[src/rtl/mant_mul_seq_pkg.sv]
// Shared FP16 constants and the mant_mul_seq FSM state type.
package mant_mul_seq_pkg;

    localparam int FP16_FRAC_W = 10;
    localparam int FP16_EXP_W  = 5;
    localparam int FP16_BIAS   = 15;

    typedef enum logic [1:0] {
        ST_IDLE,
        ST_MUL,
        ST_NORM,
        ST_DONE
    } state_t;

endpackage

[src/rtl/mant_round.sv]
// Normalises a [1,4) significand product into an FW-bit fraction plus exponent-increment flag.
// Define ROUND_NEAREST_EN for round-to-nearest-even; otherwise the fraction is truncated.
module mant_round #(
    parameter int FW = 10
) (
    input  logic [2*FW+1:0] prod,
    output logic [FW-1:0]   frac,
    output logic            inc
);

    logic          hi;
    logic [FW-1:0] frac_t;

    assign hi     = prod[2*FW+1];
    assign frac_t = hi ? prod[2*FW:FW+1] : prod[2*FW-1:FW];

`ifdef ROUND_NEAREST_EN
    logic        guard;
    logic        sticky;
    logic        up;
    logic [FW:0] sum;

    always_comb begin
        guard  = hi ? prod[FW] : prod[FW-1];
        sticky = hi ? |prod[FW-1:0] : |prod[FW-2:0];
        up     = guard & (sticky | frac_t[0]);
        sum    = {1'b0, frac_t} + {{FW{1'b0}}, up};
        // A carry out of an all-ones fraction wraps it to zero and bumps the exponent
        frac   = sum[FW-1:0];
        inc    = hi | sum[FW];
    end
`else
    logic unused_low;
    assign unused_low = ^prod[FW:0];

    always_comb begin
        frac = frac_t;
        inc  = hi;
    end
`endif

endmodule

[src/rtl/mant_mul_seq.sv]
// Iterative radix-2 shift-and-add FP16 significand multiplier with valid/ready handshakes.
// Rounding mode selected by ROUND_NEAREST_EN (see mant_round).
module mant_mul_seq
    import mant_mul_seq_pkg::*;
#(
    parameter int FW = FP16_FRAC_W,
    parameter int CW = 4
) (
    input  logic          clk,
    input  logic          rst,
    input  logic          in_valid,
    output logic          in_ready,
    input  logic [FW-1:0] frac_a,
    input  logic [FW-1:0] frac_b,
    output logic          out_valid,
    input  logic          out_ready,
    output logic [FW-1:0] frac_p,
    output logic          inc
);

    localparam int SW = FW + 1;
    localparam int PW = 2 * SW;

    state_t        state;
    logic [SW-1:0] mcand;
    logic [SW-1:0] mplier;
    logic [PW-1:0] acc;
    logic [CW-1:0] cnt;
    logic [FW-1:0] rnd_frac;
    logic          rnd_inc;

    mant_round #(.FW(FW)) u_round (
        .prod (acc),
        .frac (rnd_frac),
        .inc  (rnd_inc)
    );

    always_ff @(posedge clk) begin
        if (rst) begin
            state     <= ST_IDLE;
            in_ready  <= 1'b1;
            out_valid <= 1'b0;
            frac_p    <= '0;
            inc       <= 1'b0;
            acc       <= '0;
            cnt       <= '0;
            mcand     <= '0;
            mplier    <= '0;
        end else begin
            case (state)
                ST_IDLE: begin
                    if (in_valid) begin
                        mcand    <= {1'b1, frac_a};
                        mplier   <= {1'b1, frac_b};
                        acc      <= '0;
                        cnt      <= '0;
                        in_ready <= 1'b0;
                        state    <= ST_MUL;
                    end
                end
                ST_MUL: begin
                    if (mplier[cnt])
                        acc <= acc + (PW'(mcand) << cnt);
                    if (cnt == CW'(FW))
                        state <= ST_NORM;
                    else
                        cnt <= cnt + 1'b1;
                end
                ST_NORM: begin
                    frac_p    <= rnd_frac;
                    inc       <= rnd_inc;
                    out_valid <= 1'b1;
                    state     <= ST_DONE;
                end
                ST_DONE: begin
                    if (out_ready) begin
                        out_valid <= 1'b0;
                        in_ready  <= 1'b1;
                        state     <= ST_IDLE;
                    end
                end
                default: state <= ST_IDLE;
            endcase
        end
    end

endmodule
[config.mk]
export PLATFORM = sky130hd
export DESIGN_NAME = mant_mul_seq
export DESIGN_NICKNAME = d
export VERILOG_FILES = /design/src/rtl/mant_mul_seq_pkg.sv /design/src/rtl/mant_round.sv /design/src/rtl/mant_mul_seq.sv
export SDC_FILE = /design/constraint.sdc
export NUM_CORES = 1
export LEC_CHECK = 0
export ABC_AREA = 1
export ABC_CLOCK_PERIOD_IN_PS = 3550
export CORE_UTILIZATION = 55
export CTS_CLUSTER_DIAMETER = 200
export DETAILED_ROUTE_END_ITERATION = 7
export GPL_ROUTABILITY_DRIVEN = 0
export GPL_TIMING_DRIVEN = 0
export PLACE_DENSITY = 0.83
export SETUP_SLACK_MARGIN = 0.3
export SYNTH_ARGS = -nofsm -noshare
export SYNTH_HDL_FRONTEND = slang
export SYNTH_HIERARCHICAL = 1
export SYNTH_SLANG_ARGS = --single-unit
[constraint.sdc]
create_clock -name clk -period 3.55 [get_ports clk]
set_input_delay 0.71 -clock clk [delete_from_list [all_inputs] [get_ports clk]]
set_output_delay 0.71 -clock clk [all_outputs]
set_load 0.05 [all_outputs]
==> summary by stage, run 1 <==
Outcome
The flow ran to the end, and the final reports show no timing, DRC or antenna violations.

Detailed routing
The number of detailed-route iterations in the first pass is 5. The average wire per standard cell is between 10 and 15 um. In the routed design, unresolved DRC markers number 0.

For this block, the initial DRC count from the detailed router was 309. The detailed router placed about 5000 vias in this run. Wires add up to approximately 12000 um. After detailed routing, the number of vias per cell comes to between 5 and 6.

The residual antenna-violating net count after detailed routing is 0.

Setup path
The critical path goes through buf_4 -> buf_4 -> mux2i_2 -> nand2_1 -> o21ai_1 -> nor2_1 -> a31oi_1 -> mux2i_1 -> ha_1 -> nand2_2 -> inv_1 -> a21oi_1 -> nand2_1 -> nand2_1 -> nand2_1 -> nor2_1 -> nand2_1 -> nand3_1 -> a21oi_1. The worst register-to-register path ends at acc[21]. The worst setup slack for register-to-register paths is about 0.41 ns. Counting both buffers and inverters, the worst setup path holds a total of 3. On the worst path, the slowest cell contributes a delay of around 0.40 ns. For the worst setup path, the data arrival time is ~3.4 ns. The cell seen most often among critical-path stages is sky130_fd_sc_hd__nand2_1. For the worst setup path, the data required time is roughly 3.8 ns. The critical path depth in cells is 19.

The endpoint type of the worst setup path is a register. In this run the worst path has a maximum fanout of 10. The worst setup path is launched from a register.

The setup path with the least slack is of type reg -> reg. The worst register-to-register path begins at cnt[0]. Among cell families on the critical path, the largest total delay comes from simple AND/OR/NAND/NOR gates.

The standard cell with the maximum stage delay on the critical path is sky130_fd_sc_hd__ha_1. In this run the worst setup path terminates at acc[21]. The number of cells on the worst reg-to-reg path is 19. The launch point of the critical path is cnt[0].

Floorplan
In this run the horizontal extent of the chip is between 90 and 100 um. The area of the die is roughly 0.0084 sq mm. The initial standard-cell utilization of the core is 57.17%. The core region is 0.007767 sq mm. Pin placement for this block handled 37 I/O pins.

In this run the vertical extent of the chip is just over 90 um. The floorplan has 32 rows.

Synth
Synthesis handed over a netlist of 738 instances. In this run the cell area of the synthesized design comes to roughly 0.0044 sq mm. After Yosys synthesis, and, or, nand and nor cells account for 38.80% of the synthesized area.

The number of flip-flops and latches in the synthesized netlist is 62. The leading cell type by number of instances after synthesis is sky130_fd_sc_hd__nand2_1. Counting every net in the synthesized netlist gives between 700 and 800. Sorting the synthesized cells by how often they occur yields sky130_fd_sc_hd__nand2_1, sky130_fd_sc_hd__nor2_1, sky130_fd_sc_hd__inv_1. The number of enable flip-flop cells after synthesis is 0. The largest total area in the synthesized netlist belongs to sky130_fd_sc_hd__dfxtp_1. The proportion of register bits with asynchronous set or reset after synthesis is 0%.

The synthesized-area fraction occupied by ao, oa, aoi and oai cells is 13.52%. The XOR/XNOR share of the synthesized area is around 1.8%. The synthesized design devotes to its leading area cell type around 28% of total area. In the synthesized netlist the dominant register cell turns out to be sky130_fd_sc_hd__dfxtp_1.

Ranked by total cell area, the synthesized netlist is headed by sky130_fd_sc_hd__dfxtp_1, sky130_fd_sc_hd__nand2_1, sky130_fd_sc_hd__nor2_1. Multiplexer cells account for less than 1% of the synthesized area. The average size of a mapped cell is 6.017 sq um.

For this run, the number of Yosys warnings is 6. The sequential-to-total area share from yosys stat is 27.95%. In this run, distinct cell masters in the synthesized netlist total 33. The main combinational cell family by area after synthesis is simple AND/OR/NAND/NOR gates. Summing the areas of all fa, ha and maj instances in the mapped netlist gives under 10% of the synthesized area.

Global routing
The total overflow reported by the global router is 0. The number of antenna violations at the first check in global routing was 0. The all-layer global routing usage is 28.97%. The maximum number of pins on one net before global-route repair is 14. The number of global-route vias before repair is around 4600. The global-route wire length before repair is 19680 um.

Placement
The cell total after placement is around 880. The number of port buffers is 35. The final HPWL from detailed placement is 9044 um.

STA
The share of the cycle needed by the critical path after routing is about nine tenths. The worst slew margin relative to its limit is between 60% and 70%. The count of pins over their slew limit is 0. The final critical delay including setup and external delays is between 3 and 4 ns. The final-report setup violation count is 0. Between clock sinks in the finished design, the worst skew comes to between 0.01 and 0.015 ns. The highest clock frequency the design can meet is between 300 and 400 MHz. Setup repair after global routing could not meet its margin everywhere. The tightest hold path in the finished design has a slack of around 0.46 ns.

The count of final hold-check violations was 0. Adding up every negative setup slack in the final design gives 0 ns. For the pin with the worst max-slew slack, the measured transition is between 0.5 and 0.6 ns.

Power
The internal cell power is roughly 1.8 mW. The proportion of power drawn by combinational gates is about half. In this run the power density over the cells is 649.3 mW/mm^2. The static leakage power is between 2 and 3 nW. Summed over all nets, the switching power comes to 1.563 mW. Power comes to 3.395 mW. The switching power share of the total is a little under half. Per report_power, the clock group accounts for a little over a fifth of the total. The worst supply voltage drop on vdd is about 480 uV. The relative contribution of sequential cells to total power is between 20% and 30%.

Final layout
The utilization after layout is approximately two thirds. After filler insertion, the fill cell instance count of the layout stands at a little over 700. The number of antenna diodes in the final layout is 0. The layout cell share with drive strength beyond 1 is 7.053%. Registers take approximately 0.0012 sq mm. The multi-input combinational cells in the finished layout cover a total of ~0.0028 sq mm. The final-stage net count is 841.

The finished layout holds 896 standard cells, fillers aside. The layout overhead on the synthesized area is 17.75%.

Job
Max-cap violations in this run came to 0.

CTS
The clock latency on the worst-skew pair is between 0.3 and 0.4 ns. The number of buffers created by CTS is 9. The number of levels the H-tree was split into is 3. In this run the deepest clock path goes through 2 buffers. The clock root buffer is sky130_fd_sc_hd__clkbuf_8. TritonCTS built the clock tree. The clock-pin slew reported for the worst setup and hold paths after clock tree synthesis is around 0.080 ns.

The number of clock sinks is 62.

Min path
The worst min-delay path class is reg -> reg.
[cell type report]
type                            instances  area share [%]
Multi-Input combinational cell        575           54.01
Sequential cell                        62           23.74
Timing Repair Buffer                   40           7.418
Tap cell                              102           2.441
Clock inverter                          7           1.962
Inverter                               74           5.360
Clock buffer                            9           2.369
Buffer                                 27           2.704
[through the flow]
step,setup WS (ns),instance area (sq um)
after floorplan,0.9045,4441
after global placement,0.4268,4918
after detailed placement,0.3594,4918
after CTS,0.3220,5145
after global routing,0.2411,5229
final,0.4113,5229
[sequential cells by signal, indices dropped and copies added (netlist names)]
register,count
frac_p,10
mcand,10
inc,1
mplier,11
cnt,4
out_valid,1
state,2
acc,22
in_ready,1
[power groups by stage]
stage	logic, mW	registers, mW	clock network (mW)
6_report	1.75	0.928	0.719
5_1_grt	1.93	0.945	0.763
4_1_cts	1.65	0.925	0.726
3_5_place_dp	1.65	0.939	0
3_3_place_gp	1.60	0.933	0
2_1_floorplan	1.05	1.09	0
[layer usage]
metal | part of all wire [%] | GRT usage [%] | up-vias
li1 | - | - | 2464
met1 | 44 | 35.88 | 2274
met2 | 47 | 48.94 | 156
met3 | 5.9 | 5.556 | 31
met4 | 2.9 | 12.24 | 0
met5 | 0 | 0 | -
[repair_timing]
action / CTS / global route
endpoints found under the setup margin: 0 / 14
resized for setup: 0 / 27
buffers inserted: 0 / 5
hold buffers: 0 / 0
[worst min-delay path: cells and delay by family, from the launching register on]
kind                   cells  cell delay [ns]
DFF                        1             0.32
buffers and inverters      1             0.05
AOI/OAI and AO/OA          1             0.05
[how the worst min path moves through the flow]
stage	depth (start not counted)	startpoint	slack (ns)	end
2_1_floorplan	2	mplier[1]	0.42	mplier[1]
3_3_place_gp	2	mplier[1]	0.44	mplier[1]
3_5_place_dp	2	mplier[1]	0.45	mplier[1]
4_1_cts	2	mplier[1]	0.46	mplier[1]
5_1_grt	2	mplier[2]	0.48	mplier[2]
6_report	2	mplier[1]	0.46	mplier[1]
[cell families (layout without fill, tap and decap cells)]
family | count (synthesis) | after routing
compound gates | 115 | 115
flops | 62 | 62
buf+inv | 101 | 157
mux | 3 | 3
simple gates | 420 | 420
xor+xnor | 9 | 9
fa+ha+maj | 28 | 28
[cells in the final DEF, fill, tap and decap left out, drive strengths merged]
master,synthesis,layout
clkdlybuf4s50,0,35
clkinvlp,0,1
fa,1,1
or2,6,6
nor3,7,7
nand3,39,39
o21ai,54,54
nand2,251,251
inv,74,77
nor2,99,99
o21bai,4,4
o22ai,4,4
ha,27,27
a21o,1,1
a31oi,2,2
clkbuf,13,25
bufinv,0,2
xor2,9,9
nor4,2,2
clkinv,0,1
a21oi,48,48
mux2i,3,3
nand4,5,5
buf,14,16
dfxtp,62,62
nor3b,1,1
a211oi,2,2
and2,2,2
nand3b,8,8
Note: power is estimated with default switching activity, not from simulation.
==> inputs of run 2 (changes only) <==
--- a/config.mk
+++ b/config.mk
@@ -13,6 +13,7 @@
 export GPL_ROUTABILITY_DRIVEN = 0
 export GPL_TIMING_DRIVEN = 0
 export PLACE_DENSITY = 0.83
+export RECOVER_POWER = 25
 export SETUP_SLACK_MARGIN = 0.3
 export SYNTH_ARGS = -nofsm -noshare
 export SYNTH_HDL_FRONTEND = slang
==> summary by stage, run 2 (synthesis gave the netlist of run 1 again) <==
Final layout
In the layout the commonest cells are sky130_fd_sc_hd__nand2_1, sky130_fd_sc_hd__nor2_1, sky130_fd_sc_hd__inv_1. Counting the fill cells in the layout gives 704. The library cell used most frequently in the layout, excluding fill and tap cells, is sky130_fd_sc_hd__nand2_1. In the final layout, the registers with the most flip-flops are acc x22, mplier x11. Ranked by flip-flop count, first place goes to acc.

The final-stage net count is 841. The final cell count without fillers is 896. The repair_antennas step left the layout with diodes totalling 0. The post-route netlist has 7.053% of its cells at a drive strength greater than 1. The register with the most flip-flops in the layout has 22 of them.

Once layout is done, the placed cells without fillers occupy between 0.005 and 0.006 sq mm. Compared with the post-synthesis result, the final layout area differs by 17.75%.

Placement
At the placement stage, the worst setup path has a slack of 0.3594 ns. Detailed placement finished with a half-perimeter wire length of approximately 9000 um. The number of port buffers is 35. Summing all placed instances gives a cell area of a little under 0.005 sq mm. Including well taps, the total number of placed cells is between 800 and 900.

Floorplan
The total number of placement rows is 32. The I/O pin count is 37. The area of the core region is approximately 0.008 sq mm.

The floorplan step defined a die boundary enclosing approximately 0.0084 sq mm. The initial utilization of the core area, before any placement, comes to a little under three fifths. Measured along the y axis, the die boundary spans approximately 90 um. The die is between 90 and 100 um wide.

CTS
The number of clock sinks is between 60 and 70. Counting the buffers created by CTS gives 9. The clock latency on the worst-skew pair is 0.35 ns. The TritonCTS clock tree is built. The total of hold buffers inserted after clock tree synthesis is 0. The H-tree was split into 3 levels.

After clock tree synthesis, the clock-pin slew on the worst setup and hold paths is approximately 0.080 ns. The clock passes through at most 2 buffers. The clock root buffer is sky130_fd_sc_hd__clkbuf_8.

Min path
In this run the most critical hold path is launched from mplier[1]. The worst hold path belongs to the class reg -> reg. The path with the worst hold slack has its endpoint at mplier[1].

Counting instances, the worst hold path has a depth of 2.

Job
The max capacitance violation total is 0.

Power
The power per unit of standard cell area is about 650 mW/mm^2. VDD sags by at most roughly 470 uV. The static leakage power is between 2 and 3 nW.

STA
The worst path meets setup with ~0.44 ns of slack. The final critical delay including setup and external delays is 3.109 ns. Setup violations remaining at the end of the flow were counted as 0. The count of pins over their slew limit was 0. The sum of negative setup slack is 0 ns. Derived from the worst setup path, the maximum achievable clock frequency is between 300 and 400 MHz. The count of final hold-check violations is 0.

Of the available clock period, the critical path in the final layout requires ~90%. The worst slew margin relative to its limit is between 60% and 70%. For the final database, setup skew stands at between 0.01 and 0.015 ns. Setup repair after global routing could not meet its margin everywhere.

The worst hold margin is roughly 0.46 ns. For the pin with the worst max-slew slack, the measured transition is roughly 0.5 ns.

Setup path
In this run the critical register-to-register path is captured at acc[21]. Along the worst path, the maximum fanout reaches 10. The reg-to-reg critical path startpoint is cnt[0]. The worst setup path category is reg -> reg. Measured in cells, the most critical reg-to-reg path has a length of 19.

The worst setup path is captured at a register. In this run the register-to-register setup slack is 0.44 ns. The required time at the worst-slack endpoint is 3.78 ns. STA classifies the critical path startpoint as a register.

The worst path arrival time is about 3.3 ns.

Detailed routing
For this run, the detailed router's first-pass iteration total came to 5. The first routing iteration left 310 violations. In this run the remaining antenna-violating nets after routing total 0.

In the routed design, unresolved DRC markers number 0. The per-cell via count in the routed design is roughly 5.5. Summing over every cut layer, the via total after detailed routing is 4937.

The detailed-route wire length is 11760 um. After detailed routing, the average wire length per cell comes to 13.12 um.

Global routing
Entering global routing, the biggest net connects 14 pins. The number of global-route vias before repair is around 4600. The number of antenna violations at the first check in global routing is 0.

Global routing finished with a remaining overflow of 0. The first global-routing pass estimated around 20000 um of wire. The all-layer global routing usage is 28.97%.

Outcome
The flow ran to the end, and the final reports show no timing, DRC or antenna violations.
-- run 2: final cells by class --
type / instances / area (sq um) / share of cell area (%)
clock inverter: 7 / 102.6 / 1.962
tap: 102 / 127.6 / 2.441
inverter: 74 / 280.3 / 5.360
timing repair buffer: 40 / 387.9 / 7.418
sequential: 62 / 1241 / 23.74
buffer: 27 / 141.4 / 2.704
multi-input combinational: 575 / 2824 / 54.01
clock buffer: 9 / 123.9 / 2.369
-- run 2: metal layers --
layer	track usage, %	vias to the layer above	part of all wire (%)	wire length, um
li1	-	2464	-	-
met1	35.88	2265	44	5124
met2	48.94	166	47	5517
met3	5.556	42	6.1	715
met4	12.24	0	3.4	398
met5	0	-	0	0
-- run 2: worst max-delay path by stage --
stage / start / endpoint / cells past startpoint
after floorplan: cnt[0] / acc[11] / 21
after global placement: cnt[0] / acc[21] / 19
after detailed placement: cnt[0] / acc[10] / 19
after CTS: cnt[0] / acc[10] / 19
after global routing: cnt[0] / acc[21] / 19
final: cnt[0] / acc[21] / 19
-- run 2: critical path, cell delays in order, from the launching register on --
cell and delay (ns):
sky130_fd_sc_hd__dfxtp_1 0.36, sky130_fd_sc_hd__buf_4 0.19, sky130_fd_sc_hd__buf_4 0.20, sky130_fd_sc_hd__mux2i_2 0.25
sky130_fd_sc_hd__nand2_1 0.07, sky130_fd_sc_hd__o21ai_1 0.13, sky130_fd_sc_hd__nor2_1 0.07, sky130_fd_sc_hd__a31oi_1 0.21
sky130_fd_sc_hd__mux2i_1 0.13, sky130_fd_sc_hd__ha_1 0.39, sky130_fd_sc_hd__nand2_2 0.14, sky130_fd_sc_hd__inv_1 0.05
sky130_fd_sc_hd__a21oi_1 0.21, sky130_fd_sc_hd__nand2_1 0.10, sky130_fd_sc_hd__nand2_1 0.08, sky130_fd_sc_hd__nand2_1 0.05
sky130_fd_sc_hd__nor2_1 0.16, sky130_fd_sc_hd__nand2_1 0.07, sky130_fd_sc_hd__nand3_1 0.07, sky130_fd_sc_hd__a21oi_1 0.06
-- run 2: stage by stage --
stage	utilization, %	power, mW
after floorplan	-	2.140
after detailed placement	63.32	2.586
final	67.32	3.391
after global routing	67.32	3.635
after global placement	63.32	2.535
after CTS	66.24	3.306
-- run 2: power breakdown --
| group | internal [mW] | switching [mW] | leakage [nW] | total, mW |
|---|---|---|---|---|
| registers | 0.841 | 0.0864 | 0.507 | 0.927 |
| logic | 0.586 | 1.16 | 1.96 | 1.75 |
| clock network | 0.404 | 0.315 | 0.111 | 0.719 |
| total | 1.83 | 1.56 | 2.57 | 3.39 |
-- run 2: timing repair --
item,4_1_cts,5_1_grt
setup endpoints to repair,0,14
setup buffers,0,5
gates resized for setup,0,27
